## src/rtl/adder_pkg.sv

```systemverilog
// Shared types and constants for the adder result stage.
package adder_pkg;

    localparam int ADDER_W = 8;
    localparam int FLAGS_W = 4;

    localparam int FLAG_C = 3;
    localparam int FLAG_V = 2;
    localparam int FLAG_N = 1;
    localparam int FLAG_Z = 0;

    typedef struct packed {
        logic c;
        logic v;
        logic n;
        logic z;
    } flags_t;

    typedef struct packed {
        logic [ADDER_W-1:0] sum;
        flags_t             flags;
    } entry_t;

    // V is set when both operands share a sign that the result does not.
    function automatic flags_t make_flags(input logic cout, input logic a_msb,
                                          input logic b_msb, input logic y_msb,
                                          input logic y_zero);
        flags_t f;
        f.c = cout;
        f.v = (a_msb == b_msb) && (y_msb != a_msb);
        f.n = y_msb;
        f.z = y_zero;
        return f;
    endfunction

endpackage

```

## src/rtl/adder_skid_buf.sv

```systemverilog
// Two-entry skid buffer with one-bit read/write pointers and an occupancy count.
module adder_skid_buf
    import adder_pkg::*;
#(
    parameter int ENTRY_W = ADDER_W + FLAGS_W
) (
    input  logic               clk,
    input  logic               rst_n,
    input  logic               push_valid,
    output logic               push_ready,
    input  logic [ENTRY_W-1:0] push_data,
    output logic               pop_valid,
    input  logic               pop_ready,
    output logic [ENTRY_W-1:0] pop_data,
    output logic [1:0]         occupancy
);

    logic [ENTRY_W-1:0] mem_q [2];
    logic [ENTRY_W-1:0] mem_d [2];
    logic               rd_ptr_q, rd_ptr_d;
    logic               wr_ptr_q, wr_ptr_d;
    logic [1:0]         occ_q, occ_d;
    logic               push, pop;

    assign push_ready = (occ_q != 2'd2);
    assign pop_valid  = (occ_q != 2'd0);
    assign pop_data   = mem_q[rd_ptr_q];
    assign occupancy  = occ_q;

    assign push = push_valid && push_ready;
    assign pop  = pop_valid && pop_ready;

    always_comb begin
        mem_d[0] = mem_q[0];
        mem_d[1] = mem_q[1];
        rd_ptr_d = rd_ptr_q;
        wr_ptr_d = wr_ptr_q;
        occ_d    = occ_q;
        if (push) begin
            mem_d[wr_ptr_q] = push_data;
            wr_ptr_d        = ~wr_ptr_q;
        end
        if (pop) begin
            rd_ptr_d = ~rd_ptr_q;
        end
        case ({push, pop})
            2'b10:   occ_d = occ_q + 2'd1;
            2'b01:   occ_d = occ_q - 2'd1;
            default: occ_d = occ_q;
        endcase
    end

    always_ff @(posedge clk or negedge rst_n) begin
        if (!rst_n) begin
            mem_q[0] <= '0;
            mem_q[1] <= '0;
            rd_ptr_q <= 1'b0;
            wr_ptr_q <= 1'b0;
            occ_q    <= 2'd0;
        end else begin
            mem_q[0] <= mem_d[0];
            mem_q[1] <= mem_d[1];
            rd_ptr_q <= rd_ptr_d;
            wr_ptr_q <= wr_ptr_d;
            occ_q    <= occ_d;
        end
    end

endmodule

```

## src/rtl/adder_result_stage.sv

```systemverilog
// Registered result stage behind the adder: buffers sums, derives flags, checks the sum.
// Define ADDER_RESULT_FLAGS_EN to build the C/V/N/Z flag logic and storage.
module adder_result_stage
    import adder_pkg::*;
#(
    parameter int WIDTH = ADDER_W
) (
    input  logic             clk,
    input  logic             rst_n,
    input  logic             in_valid,
    output logic             in_ready,
    input  logic [WIDTH-1:0] a,
    input  logic [WIDTH-1:0] b,
    input  logic             cin,
    input  logic [WIDTH-1:0] y,
    output logic             out_valid,
    input  logic             out_ready,
    output logic [WIDTH-1:0] out_sum,
    output logic [3:0]       out_flags,
    output logic [1:0]       occupancy,
    output logic             err_sticky,
    input  logic             err_clr
);

    logic [WIDTH-1:0] chk;
    logic             push;
    logic             err_q, err_d;

`ifdef ADDER_RESULT_FLAGS_EN
    localparam int ENTRY_W = WIDTH + FLAGS_W;

    logic               cout;
    flags_t             flags_in;
    logic [ENTRY_W-1:0] push_data;
    logic [ENTRY_W-1:0] pop_data;

    assign {cout, chk} = {1'b0, a} + {1'b0, b} + (WIDTH+1)'(cin);
    assign flags_in    = make_flags(cout, a[WIDTH-1], b[WIDTH-1], y[WIDTH-1], (y == '0));
    assign push_data   = {y, flags_in};
    assign out_sum     = pop_data[ENTRY_W-1:FLAGS_W];
    assign out_flags   = pop_data[FLAGS_W-1:0];
`else
    localparam int ENTRY_W = WIDTH;

    logic [ENTRY_W-1:0] push_data;
    logic [ENTRY_W-1:0] pop_data;

    assign chk       = a + b + WIDTH'(cin);
    assign push_data = y;
    assign out_sum   = pop_data;
    assign out_flags = 4'b0000;
`endif

    adder_skid_buf #(
        .ENTRY_W (ENTRY_W)
    ) u_buf (
        .clk        (clk),
        .rst_n      (rst_n),
        .push_valid (in_valid),
        .push_ready (in_ready),
        .push_data  (push_data),
        .pop_valid  (out_valid),
        .pop_ready  (out_ready),
        .pop_data   (pop_data),
        .occupancy  (occupancy)
    );

    assign push = in_valid && in_ready;

    // A mismatching push outranks a simultaneous clear.
    always_comb begin
        err_d = err_q;
        if (err_clr) begin
            err_d = 1'b0;
        end
        if (push && (y != chk)) begin
            err_d = 1'b1;
        end
    end

    always_ff @(posedge clk or negedge rst_n) begin
        if (!rst_n) begin
            err_q <= 1'b0;
        end else begin
            err_q <= err_d;
        end
    end

    assign err_sticky = err_q;

endmodule

```

## config.mk

```make
export PLATFORM = sky130hd
export DESIGN_NAME = adder_result_stage
export DESIGN_NICKNAME = d
export VERILOG_FILES = /design/src/rtl/adder_pkg.sv /design/src/rtl/adder_skid_buf.sv /design/src/rtl/adder_result_stage.sv
export SDC_FILE = /design/constraint.sdc
export NUM_CORES = 1
export LEC_CHECK = 0
export BUFFER_PORTS_ARGS = -buffer_cell sky130_fd_sc_hd__clkbuf_2
export CAP_MARGIN = 10
export CORE_MARGIN = 3
export CORE_UTILIZATION = 40
export DETAILED_ROUTE_END_ITERATION = 12
export PLACE_DENSITY = 0.64
export RECOVER_POWER = 100
export SYNTH_ARGS = -nofsm -noshare
export SYNTH_HDL_FRONTEND = slang
export SYNTH_SLANG_ARGS = --single-unit
```

## constraint.sdc

```tcl
create_clock -name clk -period 2.85 [get_ports clk]
set_input_delay 0.1425 -clock clk [delete_from_list [all_inputs] [get_ports clk]]
set_output_delay 0.1425 -clock clk [all_outputs]
set_load 0.005 [all_outputs]
```

==> results.yml, run 1 <==
timing:
  setup_violations: 0
  timing.final.max_slew_violations: 0
  slew_headroom_pct: 27.0
  post-route-min-period_ns: 1.91
  rsz0062_at_grt: "false"
  finalClockSkew_ns: 0.00213
  final.period_utilization_pct: 66.9
  fin_setup_tns_ns: 0
  hold_viol_final: 0
  max_clock_freq_mhz: 524
  max_slew.worst_pin.slew_ns: 1.09
  holdWs_ns: 0.118
clock_tree:
  root_buffer: "clkbuf_4"
  numCtsBuffers: 3
  clock_insertion_delay_worst_skew_ns: 0.29
  cts_max_level: 1
  cts.repair.resized: 0
  clock_tree_from_tritoncts: "done"
  cts-root-to-sink-buffers: 2
  numClockSinks: 21
  path_clk_slew_ns: 0.11
pwr:
  total_leakage_power_nw: 0.741
  net_switching_share_of_the_total_power_pct: 33.8
  comb_power_share_pct: 47.8
  pwr-share-seq_pct: 41.9
  cellPowerDensity_mw_per_mm2: 829
  power.internal_mw: 0.882
  worst_voltage_drop_across_the_vdd_grid_v: 0.000441
  power_switching_mw: 0.450
  clock_power_share_pct: 10.3
routing:
  routed_via_density: 4.79
  first_iter_violations: 27
  residual_drc: 0
  wire_per_inst_um: 13.0
  num_vias: 978
  drtPass1Iterations: 4
  final_antenna_net_count: 0
  postRouteWirelength_mm: 2.66
final_layout:
  syn_to_final_growth_pct: 17.9
  final_cells: 204
  finalCoreUtilization_pct: 51.0
  post_route_cells_drive_above_1_share_pct: 38.8
  layout.area.seq_um2: 526
  final_net_count: 200
  num_antenna_cells: 0
  final_cell_area_mm2: 0.00161
  multi_input_area_um2: 771
  fillerInstances: 322
yosys:
  synth_warnings: 0
  leading_cell_types_by_count_after_synthesis: "mux2_2, dfrtp_1, xnor2_1"
  post_synthesis_async_set_or_reset_flop_share_pct: 100
  synth_largest_area_cell: "dfrtp_1"
  yosysMostFrequentCell: "mux2_2"
  ys_types: 32
  synth-edff-count: 0
  synthTopCellsByArea: "dfrtp_1, mux2_2, xnor2_1"
  synth-seq-cells: 21
  synth-main-ff-cell: "dfrtp_1"
  synth_seq_area_share_pct: 38.6
  post_synth_instance_area_mm2: 0.00136
  netlist.area_leader.share_pct: 38.6
  syn-instance-count: 115
  post_synth.cell_area_avg_um2: 11.8
worst_setup_path:
  critical_path.slowest_cell: "nor2_1"
  timing.critical_path.fanout_max: 8
  crit_type: "flip-flop to flip-flop"
  required_time_reported_for_the_critical_path_endpoint_ns: 3.04
  worst_setup_path_end_kind: "flip-flop"
  worst_ep_arrival_time_ns: 2.10
  critical_path.startpoint_type: "flip-flop"
  crit_chain: "nand2b_1, nand2_1, nor2_1, mux2_2"
  timing.critical_path.slowest_cell_delay_ns: 0.63
grt:
  first_global_vias: 1047
  grt_pass1_wl_mm: 4.66
  number_of_antenna_violations_at_the_first_check_in_global_routing: 0
  grt-ovfl-total: 0
  grt_max_degree: 22
  grt_use_total_pct: 14.1
floorplan:
  area_enclosed_by_the_die_boundary_mm2: 0.00414
  start_util_pct: 43.2
  die_width_um: 64.4
  io_pins: 47
  placeableCoreArea_mm2: 0.00315
  core.rowCount: 20
  die_height_um: 64.4
hold_path:
  hold_path_class: "primary input to flip-flop"
job:
  drv_cap: 0
place:
  finalWeightedCongestion: 0.816
  placed_area_mm2: 0.00161
  io_buffers: 42
  post-place-cells: 199
  dpl.hpwl_mm: 2.19
run_status:
  status: "completed"
-- critical path, delay by kind of cell, from the launching register on --
kind | cells | cell delay (ns)
DFF | 1 | 0.43
muxes | 1 | 0.41
and+or+nand+nor | 3 | 0.95
-- cells by family after synthesis --
kind of cell	Yosys count	synth area share, %
multiplexers	24	19.8
flip-flops	21	38.6
XOR/XNOR	20	12.9
AND/OR/NAND/NOR	16	7.71
AO/OA/AOI/OAI	14	7.53
buffers and inverters	10	3.86
adder cells (fa/ha/maj)	9	9.37
other	1	0.275
-- flip-flops by register name (all words and copies together) (netlist names) --
register         count
err_sticky           1
u_buf.mem_q         16
u_buf.occupancy      2
u_buf.rd_ptr_q       1
u_buf.wr_ptr_q       1
-- through the flow --
stage | power [mW] | setup WS, ns
2_1_floorplan | 1.02 | 0.976
5_1_grt | 1.45 | 0.849
3_3_place_gp | 1.23 | 0.811
3_5_place_dp | 1.25 | 0.747
4_1_cts | 1.40 | 1.08
6_report | 1.33 | 0.943
-- final cells by class --
| class | instances | share of cell area (%) |
|---|---|---|
| timing repair buffer | 43 | 13.1 |
| sequential | 21 | 32.7 |
| clock buffer | 4 | 1.64 |
| multi-input combinational | 87 | 48.0 |
| tap | 44 | 3.43 |
| inverter | 5 | 1.17 |
-- layout by cell type (no fill, tap or decap) --
cell type,Yosys,routed
nand2b_1,0,1
ha_1,7,7
nor4_1,1,1
mux2_2,24,23
a211oi_2,1,1
fa_1,2,2
o21ai_0,1,1
mux2_1,0,1
clkbuf_1,1,9
a21oi_1,6,6
a211oi_1,1,1
dlygate4sd3_1,0,1
or2_2,1,1
a21o_1,1,1
nand3_1,2,3
xor2_1,6,6
o2111ai_1,1,1
clkbuf_2,0,34
inv_1,5,5
nand2_1,1,2
clkbuf_4,0,3
nand4_1,1,1
nor2b_1,2,2
a41oi_1,0,1
and2_0,0,1
o21bai_1,2,2
dfrtp_1,21,21
nor2_1,1,2
xnor2_1,14,14
and3_1,1,1
conb_1,1,4
nand3b_1,1,1
-- routing by layer --
metal	vias to the layer above	track usage (%)	share of wire, %
li1	487	-	-
met1	458	18.3	44
met2	31	23.7	48
met3	2	4.57	6.8
met4	0	1.58	0.45
met5	-	0	0
-- path summary, 6_finish.rpt --
path / from / to / slack (ns) / cells after the start
min in group asynchronous: rst_n / u_buf.mem_q[0] / 0.57 / 2
max in group asynchronous: rst_n / u_buf.mem_q[7] / 1.63 / 2
worst max register to register: u_buf.occupancy[0] / u_buf.mem_q[12] / 0.94 / 4
worst min register to register: u_buf.mem_q[9] / u_buf.mem_q[9] / 0.51 / 1
worst min-delay path: y[0] / u_buf.mem_q[0] / 0.12 / 2
worst max-delay path: u_buf.occupancy[0] / u_buf.mem_q[12] / 0.94 / 4
-- repair_timing --
item / in CTS / in global routing
buffers inserted: 0 / 0
setup endpoints to repair: 0 / 0
endpoints found under the hold margin: 21 / 0
hold buffers: 1 / 0
-- power by group through the flow --
| stage | sequential (mW) | clock [mW] | combinational, mW |
|---|---|---|---|
| 2_1_floorplan | 0.525 | 0 | 0.493 |
| 3_3_place_gp | 0.559 | 0 | 0.666 |
| 3_5_place_dp | 0.572 | 0 | 0.683 |
| 4_1_cts | 0.564 | 0.145 | 0.689 |
| 5_1_grt | 0.584 | 0.160 | 0.710 |
| 6_report | 0.558 | 0.137 | 0.636 |
(Power assumes the default switching activity.)
==> run 2: changes to the inputs <==
- PLACE_DENSITY: 0.64 -> 0.67
- clock period: 2.85 -> 1.6 ns (I/O delays scaled with it)
==> run 2 against run 1 <==
Clock power increased by 78%. Critical path type is now primary input to flip-flop. Critical path depth grew 5. Hold slack worse by 0.056 ns. Sequential cell count unchanged. Clock-buffer cell count unchanged. Die area stayed put. Core utilization is 3.1 points higher. Cell area up 6.2%. Register-to-register slack got worse by 0.83 ns. Combinational power rose by 100%. Routed wire length rose by 3.1%. Cell count grew 2.0%.
==> results.yml, run 2 (synthesis gave the netlist of run 1 again) <==
final_layout:
  syn_to_final_growth_pct: 25.2
  largest-register: "u_buf.mem_q"
  post_route_cells_drive_above_1_share_pct: 50.0
  final_cell_area_mm2: 0.00171
  final_cells: 208
  commonest_non_fill_non_tap_cell_in_the_layout: "clkbuf_2"
  final_net_count: 204
  final_cell_mix: "clkbuf_2, mux2_2, dfrtp_1"
  finalCoreUtilization_pct: 54.1
  number_of_flip_flops_under_the_largest_register_name: 16
  num_antenna_cells: 0
grt:
  grt-ovfl-total: 0
  first_global_vias: 1052
  grt_use_total_pct: 14.3
  number_of_antenna_violations_at_the_first_check_in_global_routing: 0
  grt_pass1_wl_mm: 4.70
  grt_max_degree: 22
floorplan:
  core.rowCount: 20
  placeableCoreArea_mm2: 0.00315
  io_pins: 47
  die_height_um: 64.4
  start_util_pct: 43.2
  area_enclosed_by_the_die_boundary_mm2: 0.00414
  die_width_um: 64.4
timing:
  finalClockSkew_ns: 0.00412
  rsz0062_at_grt: "true"
  slew_headroom_pct: 25.1
  holdWs_ns: 0.0624
  post-route-min-period_ns: 1.56
  setup_violations: 0
  timing.final.max_slew_violations: 0
  final.period_utilization_pct: 97.5
  max_slew.worst_pin.slew_ns: 1.12
  setup_ws_ns: 0.0405
  hold_viol_final: 0
  max_clock_freq_mhz: 641
  fin_setup_tns_ns: 0
clock_tree:
  cts.repair_timing.setup_buffer_count: 0
  root_buffer: "clkbuf_4"
  cts-root-to-sink-buffers: 2
  cts_max_level: 1
  path_clk_slew_ns: 0.11
  numCtsBuffers: 3
  clock_tree_from_tritoncts: "done"
  clock_insertion_delay_worst_skew_ns: 0.29
  numClockSinks: 21
worst_setup_path:
  required_time_reported_for_the_critical_path_endpoint_ns: 1.77
  rr_worst_depth: 7
  crit_chain: "buf_6, inv_4, fa_2, inv_2, fa_2, xor2_1, nor4_2, and3_1, a41oi_2"
  critical_path.startpoint_type: "primary input"
  worst_setup_path_end_kind: "flip-flop"
  crit_top_cell: "fa_2"
  critical_path.slowest_cell: "fa_2"
  timing.critical_path.fanout_max: 2
  worst_ep_arrival_time_ns: 1.73
  worst_r2r_startpoint: "u_buf.occupancy[0]"
  crit_type: "primary input to flip-flop"
  critical_path.reg2reg.endpoint: "u_buf.occupancy[1]"
  ff2ff_setup_slack_ns: 0.11
  timing.critical_path.slowest_cell_delay_ns: 0.43
place:
  dpl.hpwl_mm: 2.24
  io_buffers: 42
  post-place-cells: 203
  dpl_worst_slack_ns: -0.308
  finalWeightedCongestion: 0.838
  placed_area_mm2: 0.00165
routing:
  num_vias: 997
  wire_per_inst_um: 13.2
  first_iter_violations: 16
  residual_drc: 0
  final_antenna_net_count: 0
  drtPass1Iterations: 3
  postRouteWirelength_mm: 2.74
  routed_via_density: 4.79
hold_path:
  hold_path_depth: 2
  hold_path_end: "u_buf.mem_q[5]"
  hold_path_class: "primary input to flip-flop"
  worst_hold_startpoint: "y[5]"
pwr:
  power.total_mw: 2.50
  worst_voltage_drop_across_the_vdd_grid_v: 0.000866
  total_leakage_power_nw: 0.780
  cellPowerDensity_mw_per_mm2: 1470
run_status:
  status: "completed"
job:
  drv_cap: 0
==> run 2: how the worst max path moves through the flow <==
stage / startpoint / cells past startpoint / end
floorplan: cin / 8 / err_sticky
global placement: cin / 9 / err_sticky
detailed placement: cin / 9 / err_sticky
CTS: cin / 9 / err_sticky
global route: u_buf.rd_ptr_q / 2 / out_sum[3]
finish: b[0] / 9 / err_sticky
==> run 2: power breakdown <==
part / total [mW] / switching [mW] / internal [mW]
clock: 0.244 / 0.147 / 0.0970
combinational: 1.27 / 0.515 / 0.755
sequential: 0.986 / 0.183 / 0.803
total: 2.50 / 0.846 / 1.65
==> run 2: worst max-delay path, delay by kind of cell <==
kind,cells,cell delay (ns)
compound gates,1,0.09
fa+ha+maj,2,0.81
simple gates,2,0.41
buf+inv,3,0.16
xor+xnor,1,0.18
==> run 2: cell type report <==
class,count,area [µm²]
inverters,5,28.8
flip-flops and latches,21,526
multi-input cells,87,815
repair buffers,47,255
well taps,44,55.1
clock buffers,4,26.3
fillers,327,1450
==> run 2: layer usage <==
metal	GRT usage (%)	up-vias	routed length [µm]
met3	3.51	2	135
met5	0	-	0
met1	17.1	474	1130
met2	26.5	26	1460
met4	1.58	0	10
li1	-	495	-
==> run 2: what timing repair did <==
action	CTS	global route
hold buffers	1	0
gates resized for setup	0	9
endpoints found under the hold margin	21	0
endpoints found under the setup margin	0	10
==> run 3: changes to the inputs <==
--- a/config.mk
+++ b/config.mk
@@ -12,3 +12,3 @@
 export DETAILED_ROUTE_END_ITERATION = 12
-export PLACE_DENSITY = 0.67
+export PLACE_DENSITY = 0.66
 export RECOVER_POWER = 100
@@ -16,2 +16,3 @@
 export SYNTH_HDL_FRONTEND = slang
+export SYNTH_HIERARCHICAL = 1
 export SYNTH_SLANG_ARGS = --single-unit
==> constraint.sdc (replaced) <==
create_clock -name clk -period 1.6 [get_ports clk]
set_input_delay 0.32 -clock clk [delete_from_list [all_inputs] [get_ports clk]]
set_output_delay 0.32 -clock clk [all_outputs]
set_load 0.005 [all_outputs]
==> run 3 against run 2 <==
The flow now finishes with violations (setup timing). Synthesized cell count rose by 7.0%. Sequential cell count did not move. Hold slack improved by 0.17 ns. Non-clock buffer count rose by 7. Synthesized area rose by 8.9%. Fmax fell by 20%. Die area rose by 8.1%. Sequential power rose by 0.7%. Critical path depth rose by 1. Sequential share of layout area fell by 1.9 points. Clock-buffer cell count fell by 1. Cell count rose by 7.2%. Critical endpoint unchanged. Largest cell class unchanged.
==> results.yml, run 3 <==
worst_setup_path:
  crit_chain: "clkbuf_2, inv_1, fa_2, inv_2, fa_1, a211oi_4, o21ai_0, o211a_1, nor3b_2, a31oi_1"
  required_time_reported_for_the_critical_path_endpoint_ns: 1.74
  timing.critical_path.fanout_max: 4
  worst_setup_path_end_kind: "flip-flop"
  critical_path.startpoint_type: "primary input"
  timing.critical_path.slowest_cell_delay_ns: 0.45
  worst_ep_arrival_time_ns: 2.10
  crit_type: "primary input to flip-flop"
  critical_path.slowest_cell: "fa_1"
  ff2ff_setup_slack_ns: 0.05
run_status:
  status: "finished with violations"
  failed_checks: "setup timing"
floorplan:
  io_pins: 47
  area_enclosed_by_the_die_boundary_mm2: 0.00448
  core.rowCount: 21
  die_width_um: 66.9
  die_height_um: 66.9
  start_util_pct: 43.1
  placeableCoreArea_mm2: 0.00344
final_layout:
  post_route_cells_drive_above_1_share_pct: 44.1
  largest-register: "u_buf/mem_q"
  commonest_non_fill_non_tap_cell_in_the_layout: "clkbuf_2"
  num_antenna_cells: 0
  final_cell_mix: "clkbuf_2, dfrtp_1, mux2_1"
  multi_input_area_um2: 865
  syn_to_final_growth_pct: 22.6
  final_net_count: 217
  number_of_flip_flops_under_the_largest_register_name: 16
  layout.area.seq_um2: 526
  final_cells: 223
  fillerInstances: 319
grt:
  grt_pass1_wl_mm: 5.15
  first_global_vias: 1153
  grt-ovfl-total: 0
  met1_demand_to_capacity_share_in_global_routing_pct: 18.3
  grt_util_met3_pct: 1.18
  global_route.peak_usage_layer: "met2"
  number_of_antenna_violations_at_the_first_check_in_global_routing: 0
  global_route.usage.met2_pct: 27.0
  grt_max_degree: 22
  grt_use_total_pct: 14.8
clock_tree:
  clock_insertion_delay_worst_skew_ns: 0.26
  ctsHoldBuffers: 0
  numClockSinks: 21
  path_clk_slew_ns: 0.08
  cts-root-to-sink-buffers: 2
  root_buffer: "clkbuf_8"
  clock_tree_from_tritoncts: "done"
  cts_max_level: 1
  numCtsBuffers: 3
yosys:
  synth-edff-count: 0
  post_synth_instance_area_mm2: 0.00148
  netlist.area_leader.share_pct: 35.4
  post_synth.cell_area_avg_um2: 12.1
  synth_warnings: 6
  syn-instance-count: 123
  ys_types: 38
  synth_seq_area_share_pct: 35.4
  yosysMostFrequentCell: "dfrtp_1"
  synth-main-ff-cell: "dfrtp_1"
  synth_largest_area_cell: "dfrtp_1"
  synthTopCellsByArea: "dfrtp_1, mux2_4, mux2_2"
  post_synthesis_async_set_or_reset_flop_share_pct: 100
  synth-seq-cells: 21
  leading_cell_types_by_count_after_synthesis: "dfrtp_1, mux2_4, xnor2_1"
place:
  dpl_worst_slack_ns: -0.739
  post-place-cells: 218
  io_buffers: 42
  dpl.hpwl_mm: 2.59
  finalWeightedCongestion: 0.862
routing:
  drtPass1Iterations: 6
  wire_per_inst_um: 13.9
  postRouteWirelength_mm: 3.11
  final_antenna_net_count: 0
  residual_drc: 0
  num_vias: 1091
  first_iter_violations: 22
  routed_via_density: 4.89
timing:
  max_clock_freq_mhz: 511
  post-route-min-period_ns: 1.96
  setup_ws_ns: -0.357
  fin_setup_tns_ns: -1.02
  holdWs_ns: 0.231
  hold_viol_final: 0
  slew_headroom_pct: 27.9
  max_slew.worst_pin.slew_ns: 1.08
  final.period_utilization_pct: 122
  rsz0062_at_grt: "true"
  finalClockSkew_ns: 0.00361
  setup_violations: 9
  timing.final.max_slew_violations: 0
hold_path:
  hold_path_class: "primary input to async pin"
job:
  drv_cap: 0
pwr:
  total_leakage_power_nw: 0.847
  worst_voltage_drop_across_the_vdd_grid_v: 0.000471
  cellPowerDensity_mw_per_mm2: 1450
  power.total_mw: 2.64
-- run 3: cell types whose count changed after synthesis, sizes merged, moves of 2 or more --
cell    delta
a21oi      -5
buf        +3
nand2      +2
nand3      -2
nor2       +3
o21ai      +2
o21bai     -2
xnor2      -4
-- run 3: logic make-up after synthesis --
family / Yosys count / synth area share (%)
AND/OR/NAND/NOR: 25 / 10.8
adder cells (fa/ha/maj): 9 / 8.60
XOR/XNOR: 17 / 10.0
multiplexers: 24 / 22.3
flip-flops: 21 / 35.4
other: 1 / 0.253
buffers and inverters: 12 / 5.14
AO/OA/AOI/OAI: 14 / 7.50
-- run 3: final timing paths --
path / from / cells past startpoint / to
max: a[0] / 10 / err_sticky
min: rst_n / 1 / u_buf/rd_ptr_q
max reg2reg: u_buf/occupancy[0] / 6 / u_buf/occupancy[1]
min reg2reg: u_buf/mem_q[13] / 1 / u_buf/mem_q[13]
max in group asynchronous: rst_n / 1 / u_buf/mem_q[0]
min in group clk: y[5] / 2 / u_buf/mem_q[5]
-- run 3: per-stage QoR --
stage	instance area (µm²)	util [%]
after global placement	1800	52.4
after CTS	1870	54.3
after detailed placement	1800	52.4
after floorplan	1510	-
after global routing	1820	52.9
final	1820	52.9
-- run 3: repair_timing --
| item | in CTS | in global routing |
|---|---|---|
| gates cloned | 0 | 0 |
| pin swaps | 0 | 3 |
| resized for setup | 1 | 7 |
| buffers inserted | 1 | 0 |
| endpoints found under the setup margin | 10 | 10 |
-- run 3: where the power goes --
| group | internal (mW) | switching, mW |
|---|---|---|
| clock | 0.176 | 0.175 |
| sequential | 0.805 | 0.188 |
| combinational | 0.765 | 0.533 |
-- run 3: cell type report --
type / count / area share (%)
inverter: 5 / 1.44
clock inverter: 1 / 0.413
sequential: 21 / 28.9
tap: 46 / 3.16
multi-input combinational: 93 / 47.5
timing repair buffer: 54 / 16.3
clock buffer: 3 / 2.27
-- run 3: per-layer routing --
metal / routed length [µm] / part of all wire, %
met2: 1600 / 51
met5: 0 / 0
met4: 34 / 1.1
met1: 1330 / 43
met3: 147 / 4.7
-- run 3: worst max-delay path, delay by kind of cell --
kind | cells | cell delay [ns]
adder cells (fa/ha/maj) | 2 | 0.66
AND/OR/NAND/NOR | 1 | 0.19
buffers and inverters | 3 | 0.18
AO/OA/AOI/OAI | 4 | 0.74
